--- src/rtl/note_envelope.sv ---
// ---------------------------------------------------------------------------
// note_envelope
//
// ADSR amplitude envelope. It sits between note_player and the codec
// interface. An 8-bit gain steps once per beat (1/48 s) through
// ATTACK -> DECAY -> SUSTAIN, and moves to RELEASE on the rising edge of
// note_done. Every incoming sample is scaled by the current gain, so note
// boundaries fade in and out and do not click.
//
// Optional build macro: NOTE_ENVELOPE_EXP_RELEASE_EN
//   When defined, each RELEASE beat subtracts (gain>>3)+1 and RELEASE_STEP is
//   unused. When undefined, RELEASE is linear and subtracts RELEASE_STEP.
//
// Ports:
//   clk_i              system clock
//   reset_i            synchronous, active-low reset
//   play_enable_i      1 = envelope advances on beat, 0 = envelope frozen
//   note_start_i       one-cycle pulse, a new note was loaded
//   note_done_i        level, high once the current note has expired
//   beat_i             one-cycle 1/48 s tick
//   sample_in_i        signed 16-bit input sample
//   sample_in_valid_i  one-cycle qualifier for sample_in_i
//   sample_out_o       signed 16-bit enveloped sample (held between valids)
//   sample_out_valid_o one-cycle qualifier for sample_out_o
//   env_level_o        current gain, unsigned
//   env_state_o        IDLE=0, ATTACK=1, DECAY=2, SUSTAIN=3, RELEASE=4
// ---------------------------------------------------------------------------
module note_envelope #(
    parameter int ATTACK_STEP   = 32,
    parameter int DECAY_STEP    = 8,
    parameter int SUSTAIN_LEVEL = 192,
    parameter int RELEASE_STEP  = 16
) (
    input  logic        clk_i,
    input  logic        reset_i,
    input  logic        play_enable_i,
    input  logic        note_start_i,
    input  logic        note_done_i,
    input  logic        beat_i,
    input  logic [15:0] sample_in_i,
    input  logic        sample_in_valid_i,
    output logic [15:0] sample_out_o,
    output logic        sample_out_valid_o,
    output logic [7:0]  env_level_o,
    output logic [2:0]  env_state_o
);

    typedef enum logic [2:0] {
        IDLE    = 3'd0,
        ATTACK  = 3'd1,
        DECAY   = 3'd2,
        SUSTAIN = 3'd3,
        RELEASE = 3'd4
    } state_t;

    state_t      state_q, state_d;
    logic [7:0]  gain_q, gain_d;
    logic        note_done_q;
    logic [15:0] sample_out_q;
    logic        sample_out_valid_q;

    logic        done_rise;
    logic [8:0]  gain_ext;
    logic [8:0]  attack_sum;
    logic signed [8:0] decay_diff;
    logic [8:0]  release_dec;
    logic [8:0]  release_diff;
    logic signed [24:0] sample_ext;
    logic signed [24:0] gain_mult;
    logic signed [24:0] product;
    logic        unused_bits;

    // Only a fresh rise of note_done starts a release; a level left high
    // from the previous note must not kill the next one.
    assign done_rise = note_done_i & ~note_done_q;

    // All envelope arithmetic is carried in 9 bits so overflow past 255 and
    // underflow below 0 are visible to the saturation compares.
    assign gain_ext   = {1'b0, gain_q};
    assign attack_sum = gain_ext + 9'(ATTACK_STEP);
    assign decay_diff = $signed(gain_ext) - $signed(9'(DECAY_STEP));

`ifdef NOTE_ENVELOPE_EXP_RELEASE_EN
    // Exponential fade: the step shrinks with the gain, +1 guarantees the
    // envelope always reaches zero.
    assign release_dec = {4'b0000, gain_q[7:3]} + 9'd1;
`else
    assign release_dec = 9'(RELEASE_STEP);
`endif
    assign release_diff = gain_ext - release_dec;

    // Gain is zero-extended so it is treated as a positive multiplier.
    // The largest magnitude result (-32768*255) fits in 24 bits, so bit 24
    // is only a sign copy and bits 23:8 are the floored >>>8 result.
    assign sample_ext = {{9{sample_in_i[15]}}, sample_in_i};
    assign gain_mult  = {17'd0, gain_q};
    assign product    = sample_ext * gain_mult;

    assign unused_bits = ^{product[24], product[7:0], release_diff[8]};

    // Next-state decision. Priority is note_start, then a release-triggering
    // done edge, then the beat. note_start is taken even while paused and
    // keeps the current gain so a retriggered note glides instead of jumping.
    always_comb begin
        state_d = state_q;
        gain_d  = gain_q;
        if (note_start_i) begin
            state_d = ATTACK;
        end else if (done_rise && (state_q == ATTACK || state_q == DECAY ||
                                   state_q == SUSTAIN)) begin
            state_d = RELEASE;
        end else if (beat_i && play_enable_i) begin
            case (state_q)
                ATTACK: begin
                    if (attack_sum >= 9'd255) begin
                        gain_d  = 8'd255;
                        state_d = DECAY;
                    end else begin
                        gain_d = attack_sum[7:0];
                    end
                end
                DECAY: begin
                    if (decay_diff <= $signed({1'b0, 8'(SUSTAIN_LEVEL)})) begin
                        gain_d  = 8'(SUSTAIN_LEVEL);
                        state_d = SUSTAIN;
                    end else begin
                        gain_d = decay_diff[7:0];
                    end
                end
                RELEASE: begin
                    if (gain_ext <= release_dec) begin
                        gain_d  = 8'd0;
                        state_d = IDLE;
                    end else begin
                        gain_d = release_diff[7:0];
                    end
                end
                default: begin
                    gain_d  = gain_q;
                    state_d = state_q;
                end
            endcase
        end
    end

    // Envelope state, done-edge history and the one-cycle sample pipeline.
    // Reset wins over everything, including a sample arriving that cycle.
    always_ff @(posedge clk_i) begin
        if (!reset_i) begin
            state_q            <= IDLE;
            gain_q             <= 8'd0;
            note_done_q        <= 1'b0;
            sample_out_q       <= 16'd0;
            sample_out_valid_q <= 1'b0;
        end else begin
            state_q            <= state_d;
            gain_q             <= gain_d;
            note_done_q        <= note_done_i;
            sample_out_valid_q <= sample_in_valid_i;
            if (sample_in_valid_i) begin
                sample_out_q <= product[23:8];
            end
        end
    end

    assign sample_out_o       = sample_out_q;
    assign sample_out_valid_o = sample_out_valid_q;
    assign env_level_o        = gain_q;
    assign env_state_o        = state_q;

endmodule

--- config.mk ---
export PLATFORM = sky130hd
export DESIGN_NAME = note_envelope
export DESIGN_NICKNAME = d
export VERILOG_FILES = /design/src/rtl/note_envelope.sv
export SDC_FILE = /design/constraint.sdc
export NUM_CORES = 1
export LEC_CHECK = 0
export BUFFER_PORTS_ARGS = -buffer_cell sky130_fd_sc_hd__clkbuf_2
export CORE_ASPECT_RATIO = 0.9
export CORE_MARGIN = 2
export CORE_UTILIZATION = 60
export DETAILED_ROUTE_END_ITERATION = 7
export PLACE_DENSITY = 0.86
export SYNTH_ARGS = -nofsm -noshare
export SYNTH_HDL_FRONTEND = slang
export SYNTH_SLANG_ARGS = --single-unit
--- constraint.sdc ---
create_clock -name clk_i -period 14.8 [get_ports clk_i]
set_clock_uncertainty 0.05 [all_clocks]
set_input_delay 2.22 -clock clk_i [delete_from_list [all_inputs] [get_ports clk_i]]
set_output_delay 2.22 -clock clk_i [all_outputs]
set_load 0.05 [all_outputs]
Word level (Yosys, flattened, before mapping)
Cells that the tools add are included.
W data, S select, Z words.
- register bits: 29
- output and inout bits: 28
- logic and storage cells: 58
- add/sub/neg operators: 3
- $mul: 1
- $lt $le $gt $ge: 3
- equal/unequal tests: 13
- multiplexer cells: 11
- bitwise operators: 5
- reductions and logical operators: 15
- operators by type and width (kind ; count):
    $mul A16 B9 Y24 ; 1
    $mux W8 ; 3
    $pmux W8 S3 ; 1
    $mux W3 ; 5
    $reduce_and A5 Y1 ; 3
    $add A8 B6 Y9 const B ; 1
    $ge A9 B8 Y1 const B ; 1
    $le A9 B9 Y1 const B ; 1
    $pmux W3 S3 ; 1
    $sub A8 B4 Y9 const B ; 1
    $le A8 B5 Y1 const B ; 1
    $ne A4 B2 Y1 const B ; 2
    $sub A8 B5 Y8 const B ; 1
    $eq A3 B2 Y1 const B ; 2
    $ne A3 B1 Y1 const B ; 2
    $reduce_bool A3 Y1 ; 2
    $reduce_bool A5 Y1 ; 1
    $ne A2 B1 Y1 const B ; 2
    $ne A4 B4 Y1 const B ; 1
    $not A1 Y1 ; 4
    $reduce_and A4 Y1 ; 1
    $reduce_bool A4 Y1 ; 1
    $eq A3 B1 Y1 const B ; 1
    $eq A3 B3 Y1 const B ; 1
    9 further kinds ; 11

Logic depth before layout (Yosys ltp)
- depth in word-level cells: 7
- gate-level depth with buffers: 19
- mapped depth without buffers: 17

Worst setup path before layout
Ideal clock, no wire load.
- path kind: input to register
- start: input sample_in_i[7]
- end: register sample_out_q[14], in the netlist sample_out_o[14]
- data arrival time: 6.402 ns
- required time: 14.633 ns
- setup slack: 8.230 ns
- stages on the path: 16
- buffers on the path: 1
- cells stage by stage: clkbuf_1 nand2_1 fa_1 inv_1 fa_1 fa_1 inv_1 fa_1 inv_1 ha_1 o21a_1 a211o_1 o211ai_2 a21oi_1 or3_1 a32o_1
- cells in the longest elaborated chain, start to end: 1
- ends and longest elaborated chain (element ; line ; RTL):
    start: declaration ; 40 ; input logic [15:0] sample_in_i,
    $mul A16 B9 Y24 ; 97 ; assign product = sample_ext * gain_mult;
    end signal: assignment ; 161 ; sample_out_q <= product[23:8];
    end: declaration ; 59 ; logic [15:0] sample_out_q;
No other way between the ends.
A chain may end at the register's enable or synchronous reset.

Worst setup path in the final report
- start: input sample_in_i[3]
- end: register sample_out_q[14], in the netlist sample_out_o[14]
Same word-level chain as after synthesis.

==> Flow_metrics.wiki <==
{| class="wikitable"
! Metric !! Value
|-
| Global-route wire length before repair || 22500 um
|-
| Cells after synthesis || roughly 690
|-
| Synthesis-stage register bit count || 27
|-
| Share of synthesized area spent on multiplexers || 0.00513
|-
| Critical Path Slowest Stage Cell || fa_1
|-
| Smallest setup slack after layout || about 8200 ps
|-
| Clock buffers created by TritonCTS || 3
|-
| Final estimated routing congestion in global placement || ~0.9
|-
| DRT iter0 DRCs || ~260
|-
| Complex-gate fraction of the synthesized area || 0.140
|-
| DP HPWL || between 10000 and 15000 um
|-
| Clock latency on the worst-skew pair || 270 ps
|-
| WP data arrival || approximately 6700 ps
|-
| Number of ports placed on the die boundary || just over 50
|-
| Die boundary height || approximately 100 um
|-
| CP startpoint kind || input port
|-
| Setup violators final || 0
|-
| Count of unresolved DRC violations after routing || 0
|-
| Sum Neg Setup Slack || 0 ps
|-
| Post-synthesis share of cell area spent on full adders, half adders and majority gates || 0.413
|-
| Cells along the critical path || clkbuf_2 > nand2_1 > fa_1 > fa_1 > inv_1 > fa_1 > inv_1 > fa_1 > inv_1 > ha_1 > a211o_1 > a211o_1 > o211ai_2 > a21oi_1 > or3_1 > a32o_1
|-
| Asr flop ratio synth || 0
|-
| Total grt overflow || 0
|-
| CP most frequent cell || fa_1
|-
| Port Buf Inserts || 50
|-
| Fraction of layout instances using a drive strength above 1 || 0.0886
|-
| WL per Instance || 15.1 um
|-
| Top-count cell post-synth || inv_1
|-
| Critical path class || in2reg
|-
| Cell accounting for the most synthesized area || fa_1
|-
| Transition time at the pin with the least slew margin || 1060 ps
|-
| Number of instances in the placed design || approximately 830
|-
| Highest achievable clock rate || about 150 MHz
|-
| RSZ-0062 raised after global routing || no
|-
| Result of the run || completed
|-
| N_diodes || 0
|-
| Pin count of the biggest net entering global routing || 31
|-
| Number of max-cap violations || 0
|-
| Area of the core || ~0.0096 mm^2
|-
| Total routing usage reported by global routing || 0.258
|-
| TritonRoute pass-1 iters || 5
|-
| Initial standard-cell utilization of the core || 0.611
|-
| Xor-xnor portion of the synthesized cell area || 0.0449
|-
| Cell Area, Placed || 0.00612 mm^2
|-
| Post-CTS setup buffer count || 0
|-
| Top post-synthesis cells by count || inv_1, fa_1, and2_1
|-
| Clock Root Buffer || clkbuf_8
|-
| Total leakage power || roughly 3.4 nW
|-
| Remaining antenna violation count after routing || 0
|-
| CTS resizes || 0
|-
| Fraction of synthesized cell area taken by the top area cell type || 0.274
|-
| Yosys cell types || 62
|-
| Class of the most critical hold timing path || reg2reg
|-
| Data required time of the worst path || between 10000 and 15000 ps
|-
| Net count of the mapped netlist || 859
|-
| Slew Viols, Final || 0
|-
| Core utilization of the finished layout || 0.644
|-
| Final cell count without fillers || 837
|-
| Post-route fraction of the period consumed by the critical path || 0.443
|-
| Layout-stage area growth over the synthesis result || 5.48%
|-
| DIE WIDTH || around 110 um
|-
| CP Capture Type || register
|-
| Clock-pin slew on the worst setup and hold paths || about 90 ps
|-
| Buffers and inverters on the worst path || 4
|-
| Cell types occupying the most area after synthesis || fa_1, ha_1, dfxtp_1
|-
| Clock period minus worst slack || 6560 ps
|-
| Cts-stage hold buffer count || 0
|-
| Simple-gate portion of the synthesized area || 0.202
|-
| Largest incremental delay on the critical path || around 540 ps
|-
| Number of enable-type register cells in the synthesized netlist || 0
|-
| TritonCTS clock tree || built
|-
| Critical path peak fanout || 11
|-
| Number of rows created at floorplan || 34
|-
| Vias in the first global route || ~5000
|-
| Average vias per placed instance || 5.70
|-
| Synth warnings || 0
|-
| Total die area || ~0.011 mm^2
|-
| Number of sinks driven by the clock tree || 27
|-
| Power density over the cells || just under 30 mW/mm^2
|-
| Wirelength, routed || between 10000 and 15000 um
|-
| H-tree levels || 1
|-
| Seq/Total Area, Yosys || 0.0924
|-
| DR vias || between 4000 and 5000
|-
| Primary FF master, synth || dfxtp_1
|-
| Combinational family with the most area after synthesis || adder cells
|-
| Relative slew slack || 0.294
|-
| Dpl ws || between 8000 and 9000 ps
|-
| Synthesized cell area || a little under 0.006 mm^2
|-
| Max clock buf depth || 2
|-
| Top Family by Delay on Critical Path || adder cells
|-
| Antenna violations before repair || 0
|-
| Number of nets in the layout || between 800 and 900
|-
| Mean instance size in the synthesized netlist || approximately 8.5 um^2
|-
| Final Hold Vio Count || 0
|-
| Final standard cell area without fillers || roughly 0.0062 mm^2
|-
| IR drop worst, VDD || 0.0000376 V
|}
[worst reg2reg max path: stages (launching register included)]
cell	delay, ps
dfxtp_1	1030
nand2_1	190
fa_1	590
inv_1	60
fa_1	460
fa_1	550
inv_1	60
fa_1	530
inv_1	40
ha_1	360
o21a_1	150
a211o_1	320
o211ai_2	270
a21oi_1	130
or3_1	360
a32o_1	240
[layout by cell type (no fill, tap or decap), types with 3 or more instances in the layout]
cell	n
mux2i_1	3
a211o_1	6
nand3b_1	13
xor2_1	16
nand2_1	57
nor3_1	4
a21oi_1	23
and2_1	79
fa_1	80
a221oi_1	3
a32o_1	3
xnor2_1	14
o21ai_0	24
ha_1	65
nor3b_1	3
o21a_1	3
and3_1	6
a21o_1	14
o211ai_1	7
nor2b_1	6
a21boi_0	3
clkbuf_8	3
clkbuf_2	50
nand2b_1	7
dfxtp_1	27
inv_1	121
or3_1	4
a31oi_1	5
nand4_1	6
nor2_1	12
nand3_1	5
[cells by family after synthesis]
group / after synthesis
simple gates: 212
xor+xnor: 30
buf+inv: 157
compound gates: 117
mux: 3
flops: 27
fa+ha+maj: 145
[metrics by stage]
step	hold WS, ps	power [mW]
floorplan	558	0.125
global placement	409	0.138
detailed placement	410	0.140
CTS	422	0.181
global route	457	0.192
finish	417	0.180
[per-layer routing]
metal | part of all wire | up-vias | track usage
met5 | 0 | - | 0
li1 | - | 2274 | -
met4 | 0.017 | 0 | 0.0473
met2 | 0.52 | 134 | 0.478
met1 | 0.42 | 2345 | 0.328
met3 | 0.039 | 21 | 0.0235
[layout make-up]
cell class | count | area, um^2
Inverter | 121 | 454
Timing Repair Buffer | 52 | 265
Multi-Input combinational cell | 507 | 4710
Tap cell | 126 | 158
Clock buffer | 4 | 45.0
Fill cell | 785 | 3400
Sequential cell | 27 | 541
[report_power, final]
group | internal (mW) | switching [mW]
registers | 0.0748 | 0.00387
clock network | 0.0193 | 0.0227
logic | 0.0213 | 0.0384
total | 0.115 | 0.0649
[sequential cells by signal, summed over array words and instances (netlist names)]
register / flops
sample_out_valid_o: 1
sample_out_o: 16
env_level_o: 6
note_done_q: 1
env_state_o: 3
[final timing paths]
| check | endpoint | cells after the start | start | slack (ps) |
|---|---|---|---|---|
| worst max register to register | sample_out_o[14] | 15 | env_level_o[5] | 9290 |
| worst min-delay path | sample_out_o[11] | 2 | sample_out_o[11] | 420 |
| worst min register to register | sample_out_o[11] | 2 | sample_out_o[11] | 420 |
| worst max-delay path | sample_out_o[14] | 16 | sample_in_i[3] | 8240 |
(Power assumes the default switching activity.)
